`config.mk`:
```
export PLATFORM = sky130hd
export DESIGN_NAME = pipelined_wallace_multiplier
export DESIGN_NICKNAME = d
export VERILOG_FILES = /design/src/rtl/pipelined_wallace_multiplier.sv
export SDC_FILE = /design/constraint.sdc
export NUM_CORES = 1
export LEC_CHECK = 0
export BUFFER_PORTS_ARGS = -buffer_cell sky130_fd_sc_hd__buf_2
export CORE_UTILIZATION = 45
export DETAILED_ROUTE_END_ITERATION = 8
export PLACE_DENSITY = 0.73
export SKIP_CTS_REPAIR_TIMING = 1
export SYNTH_ARGS = -nofsm -noshare
export SYNTH_HDL_FRONTEND = slang
export SYNTH_SLANG_ARGS = --single-unit
export TNS_END_PERCENT = 5
```
`constraint.sdc`:
```
create_clock -name clk -period 6.88 [get_ports clk]
set_input_delay 0.344 -clock clk [delete_from_list [all_inputs] [get_ports clk]]
set_output_delay 0.344 -clock clk [all_outputs]
set_load 0.01 [all_outputs]
```
`src/rtl/pipelined_wallace_multiplier.sv`:
```
// Three-stage Wallace-tree multiplier with valid/ready flow control.
// S1 holds the partial-product matrix, S2 holds the carry-save pair, and S3 holds the final product.
module pipelined_wallace_multiplier #(
  parameter int WIDTH = 8,
  parameter int TAG_W = 4
) (
  input  logic               clk,
  input  logic               rst,
  input  logic               in_valid,
  output logic               in_ready,
  input  logic [WIDTH-1:0]   in_a,
  input  logic [WIDTH-1:0]   in_b,
  input  logic               in_signed,
  input  logic [TAG_W-1:0]   in_tag,
  output logic               out_valid,
  input  logic               out_ready,
  output logic [2*WIDTH-1:0] out_p,
  output logic [TAG_W-1:0]   out_tag
);

  localparam int P  = 2 * WIDTH;
  localparam int NR = WIDTH + 1;  // WIDTH rows plus the +1 row that completes the negation
  localparam int NA = NR + 3;     // scratch depth so 3-row groups never index past the end

  typedef logic [P-1:0] row_t;
  typedef struct packed {
    row_t sum;
    row_t carry;
  } csa_t;

  // Wallace reduction: each layer compresses groups of three rows to two rows.
  // A group of three becomes sum and shifted carry. Any one or two rows left over pass straight through.
  // The layer count depends only on NR, so the loops unroll to a fixed tree.
  function automatic csa_t wallace(input row_t rows [NR]);
    row_t cur [NA];
    row_t nxt [NA];
    int   n;
    int   m;
    csa_t r;
    // NOTE: blocking assignments are correct here: each statement uses values computed earlier in the same evaluation.
    for (int i = 0; i < NA; i++) cur[i] = '0;
    for (int i = 0; i < NR; i++) cur[i] = rows[i];
    n = NR;
    for (int layer = 0; layer < NR; layer++) begin
      if (n > 2) begin
        for (int i = 0; i < NA; i++) nxt[i] = '0;
        m = 0;
        for (int g = 0; g < NA / 3; g++) begin
          if (3 * g + 2 < n) begin
            nxt[m]     = cur[3*g] ^ cur[3*g+1] ^ cur[3*g+2];
            nxt[m + 1] = ((cur[3*g] & cur[3*g+1]) | (cur[3*g] & cur[3*g+2]) |
                          (cur[3*g+1] & cur[3*g+2])) << 1;
            m += 2;
          end else begin
            for (int k = 0; k < 2; k++) begin
              if (3 * g + k < n) begin
                nxt[m] = cur[3*g+k];
                m++;
              end
            end
          end
        end
        cur = nxt;
        n   = m;
      end
    end
    r.sum   = cur[0];
    r.carry = cur[1];
    return r;
  endfunction

  logic                 adv;
  logic                 v1_q, v2_q, v3_q;
  row_t                 pp_q [NR];
  row_t                 pp_d [NR];
  logic [TAG_W-1:0]     tag1_q, tag2_q, tag3_q;
  row_t                 sum_q, carry_q;
  csa_t                 red_d;
  row_t                 p_q;
  row_t                 a_ext;

  assign adv      = !v3_q | out_ready;
  assign in_ready = adv;

  // In signed mode the MSB row of in_b is subtracted.
  // Subtraction adds ~(a << (WIDTH-1)) here and a +1 in the extra row.
  always_comb begin
    a_ext = {{WIDTH{in_signed & in_a[WIDTH-1]}}, in_a};
    for (int i = 0; i < NR; i++) pp_d[i] = '0;
    for (int i = 0; i < WIDTH - 1; i++) pp_d[i] = in_b[i] ? (a_ext << i) : '0;
    pp_d[WIDTH-1] = in_b[WIDTH-1] ?
                    (in_signed ? ~(a_ext << (WIDTH - 1)) : (a_ext << (WIDTH - 1))) : '0;
    pp_d[WIDTH]   = row_t'(in_signed & in_b[WIDTH-1]);
  end

  always_comb red_d = wallace(pp_q);

  always_ff @(posedge clk or posedge rst) begin
    if (rst) begin
      // NOTE: datapath registers are cleared as well, so out_p and out_tag read zero straight out of reset.
      v1_q    <= 1'b0;
      v2_q    <= 1'b0;
      v3_q    <= 1'b0;
      pp_q    <= '{default: '0};
      tag1_q  <= '0;
      tag2_q  <= '0;
      tag3_q  <= '0;
      sum_q   <= '0;
      carry_q <= '0;
      p_q     <= '0;
    end else if (adv) begin
      v1_q    <= in_valid;
      pp_q    <= pp_d;
      tag1_q  <= in_tag;
      v2_q    <= v1_q;
      sum_q   <= red_d.sum;
      carry_q <= red_d.carry;
      tag2_q  <= tag1_q;
      v3_q    <= v2_q;
      p_q     <= sum_q + carry_q;
      tag3_q  <= tag2_q;
    end
  end

  assign out_valid = v3_q;
  assign out_p     = p_q;
  assign out_tag   = tag3_q;

endmodule

```
# Word level (Yosys, flattened, before mapping)
# Index checks and enable logic that the tools add are counted.
# W data, S select, Z words.
# word_totals
input_bits	25
reg_bits	191
elab_cells	82
# op_classes
n_reduce_logical	1
n_bitwise	53
mux	9
n_addsub	1
# ops
cell	n
$and A15 B15 Y15	19
$or A15 B15 Y15	14
$xor A16 B16 Y16	13
$mux W16	9
$and A15 B1 Y15	2
$add A16 B16 Y16	1
$not A16 Y16	1
$xor A16 B1 Y16	1
$and A1 B1 Y1	2
$logic_not A1 Y1	1
$or A1 B1 Y1	1

# Longest topological paths before layout
# logic_depth
ltp_word	12
depth_mapped	10
ltp_nobuf	10

# Worst setup path before layout
# OpenSTA, ideal clock, no wires.
# synth_path
kind	reg2reg
from	register pp_q[142] (netlist name)
to	register sum_q[13]
path_slack_ns	4.096
path_stages_with_launch	11
t_arrival_ns	2.667
setup_ns	0.117
t_required_ns	6.763
path_cell_list	dfrtp_1 -> inv_1 -> fa_1 -> inv_1 -> fa_1 -> inv_1 -> fa_1 -> inv_1 -> fa_1 -> nand2_1 -> nand2_1
# synth_lines
item	line_no	rtl
end signal, assigned	116	sum_q <= red_d.sum;
end, declared	77	row_t sum_q, carry_q;

==> out/results.tsv <==
stage	metric	value	unit
sta	post-route-min-period	2.99	ns
sta	tns	0	ns
logic_synthesis	synth_top_area_share	44.1	%
logic_synthesis	synthDistinctLibCells	40	
cts	cts_made_buffers	17	
setup_path	end_kind	register	
logic_synthesis	synth_ff_type	dfrtp_1	
logic_synthesis	synth_edf_count	0	
floorplan	rows	47	
route	drt-total-wl	15500	um
sta	period_share	43.5	%
setup_path	critPathMaxFanout	4	
final_layout	post-route-util	52.2	%
final_layout	num_antenna_cells	0	
logic_synthesis	syn_area	7600	um^2
final_layout	fill_cells	1475	
place	gp_congestion	0.798	
floorplan	dieArea	17400	um^2
setup_path	r2r-start	pp_q[142]$_DFFE_PP0P_	
route	routed_via_density	4.97	
logic_synthesis	async_flop_share	100	%
cts	cts.sinks	134	
logic_synthesis	synth_area_leader_cell	dfrtp_1	
setup_path	cp-startpoint	pp_q[142]$_DFFE_PP0P_	
route	postRouteAntennaNets	0	
flow_run	cap_violations	0	
logic_synthesis	yosys-top-cells-area	dfrtp_1 44%, fa_1 16%, nand2_1 11%	
outcome	outcome	finished clean	
floorplan	die_y	132	um
logic_synthesis	synthesis.instances	801	
place	hpwl	10300	um
sta	fmax	0.334	GHz
global_route	antenna_found_initial	0	
floorplan	start_util	46.0	%
sta	slew_violations	0	
floorplan	fp.dieW	132	um
setup_path	critical_path_arrival	3.35	ns
cts	cts_max_path_buffers	2	
global_route	overflow	0	
cts	cts.htree.levels	4	
logic_synthesis	yosysMostFrequentCell	nand2_1	
route	first_pass_iters	5	
cts	clk_pin_slew	0.06	ns
floorplan	core	16500	um^2
logic_synthesis	synth_seq_area_share	44.1	%
global_route	grt_pass1_vias	5332	
sta	finalHoldViolCount	0	
route	avgRoutedWirePerCell	14.6	um
setup_path	startpoint_type	register	
pwr	power	3770	uW
worst_hold_path	hold_depth	3	
global_route	grt_start_max_net_pins	109	
final_layout	area_growth	13.4	%
final_layout	nets	947	
sta	timing.hold.ws	0.115	ns
logic_synthesis	syn-mean-instance-area	9.49	um^2
final_layout	drive_gt1_share	11.0	%
logic_synthesis	yosysWarnings	0	
sta	grt_setup_unrepaired	false	
route	vias	5260	
worst_hold_path	hold_path.class	in -> reg	
pwr	max-vdd-ir-drop	0.234	mV
route	drc	0	
global_route	grt_pass1_wl	26500	um
pwr	power.density	438	nW/um^2
place	portBuffers	46	
sta	skew	0.0102	ns
cts	clock_latency	0.43	ns
cts	cts_tree	built	
sta	setup_viol	0	
route	drt_iter0_drc	364	
floorplan	top_level_ports	47	
worst_hold_path	holdCritStartpoint	in_tag[3]	
logic_synthesis	ys_ff_latch	134	
sta	worst_pin_slew	0.997	ns
setup_path	cp.required	7.24	ns
pwr	leakage	0.00444	uW
global_route	track_usage	19.4	%
logic_synthesis	ys_top_cells_by_count	219 x nand2_1, 134 x dfrtp_1, 106 x inv_1, 70 x nand3_1, 60 x fa_1	
setup_path	rr_worst_depth	10	
setup_path	path_class	reg -> reg	
cts	cts_root_buf	clkbuf_16	
sta	relSlewSlack	33.6	%
layout make-up:
type,count,area (um^2),share of cell area [%]
multi-input cells,517,3670,42.6
flip-flops and latches,134,3350,38.9
clock buffers,20,467,5.41
inverters,107,407,4.72
well taps,220,275,3.19
repair buffers,49,253,2.93
clock inverters,12,198,2.29
flip-flops by register name, indices dropped and copies added, names as in the netlist:
signal     count
sum_q         16
out_tag        4
tag1_q         4
out_p         16
out_valid      1
v2_q           1
carry_q       14
tag2_q         4
pp_q          73
v1_q           1
worst max-delay path, stage by stage, from the launching register on:
cell     delay, ns
dfrtp_1       0.35
inv_1         0.10
fa_1          0.61
inv_1         0.08
fa_1          0.55
inv_1         0.07
fa_1          0.48
inv_1         0.05
fa_1          0.49
nand2_1       0.05
nand2_1       0.10
layer usage:
metal	part of all wire [%]	wire (um)	up-vias	track usage (%)
met5	0	0	-	0
met1	48	7370	2567	27.6
li1	-	-	2547	-
met4	1.5	238	0	7.49
met2	46	7180	123	29.7
met3	4.5	697	23	3.46
cells by family (layout without fill, tap and decap cells):
group	after synthesis	in the layout	synth area share, %
simple gates	309	309	16.9
buf+inv	151	188	7.74
flops	134	134	44.1
fa+ha+maj	96	96	21.7
compound gates	86	86	6.73
xor+xnor	23	23	2.65
other cells	1	2	0.0493
mux	1	1	0.132
per-stage QoR:
stage                     setup WS (ns)  cells  cell area (um^2)
after detailed placement           3.88   1027              7960
final                              3.89   1059              8620
after global routing               3.62   1059              8620
after CTS                          3.89   1059              8620
after floorplan                    2.95    802              7600
after global placement             3.95   1027              7960
report_power, final:
group          total, uW  internal, uW  switching (uW)
logic               1620           660             960
clock network       1010           671             341
registers           1140          1020             118
path summary, 6_finish.rpt:
path / end / slack [ns]
max: sum_q[13]$_DFFE_PP0P_ / 3.89
min: tag1_q[3]$_DFFE_PP0P_ / 0.11
max reg2reg: sum_q[13]$_DFFE_PP0P_ / 3.89
min reg2reg: out_tag[0]$_DFFE_PP0P_ / 0.46
max in group asynchronous: pp_q[86]$_DFFE_PP0P_ / 5.45
min in group asynchronous: out_p[14]$_DFFE_PP0P_ / 0.17
cells in the final DEF, fill, tap and decap left out, types with 3 or more instances in the layout:
cell and instances:
inv_1 105, nand3b_1 3, a21oi_1 16, buf_2 46, nand2_1 219, dfrtp_1 134
fa_1 60, buf_4 3, clkbuf_8 3, clkbuf_16 17, xor2_1 7, bufinv_16 5
xnor2_1 16, ha_1 36, nor2_1 9, nand3_1 70, o21ai_0 49, clkinv_2 3
Note: power is estimated with default switching activity, not from simulation.
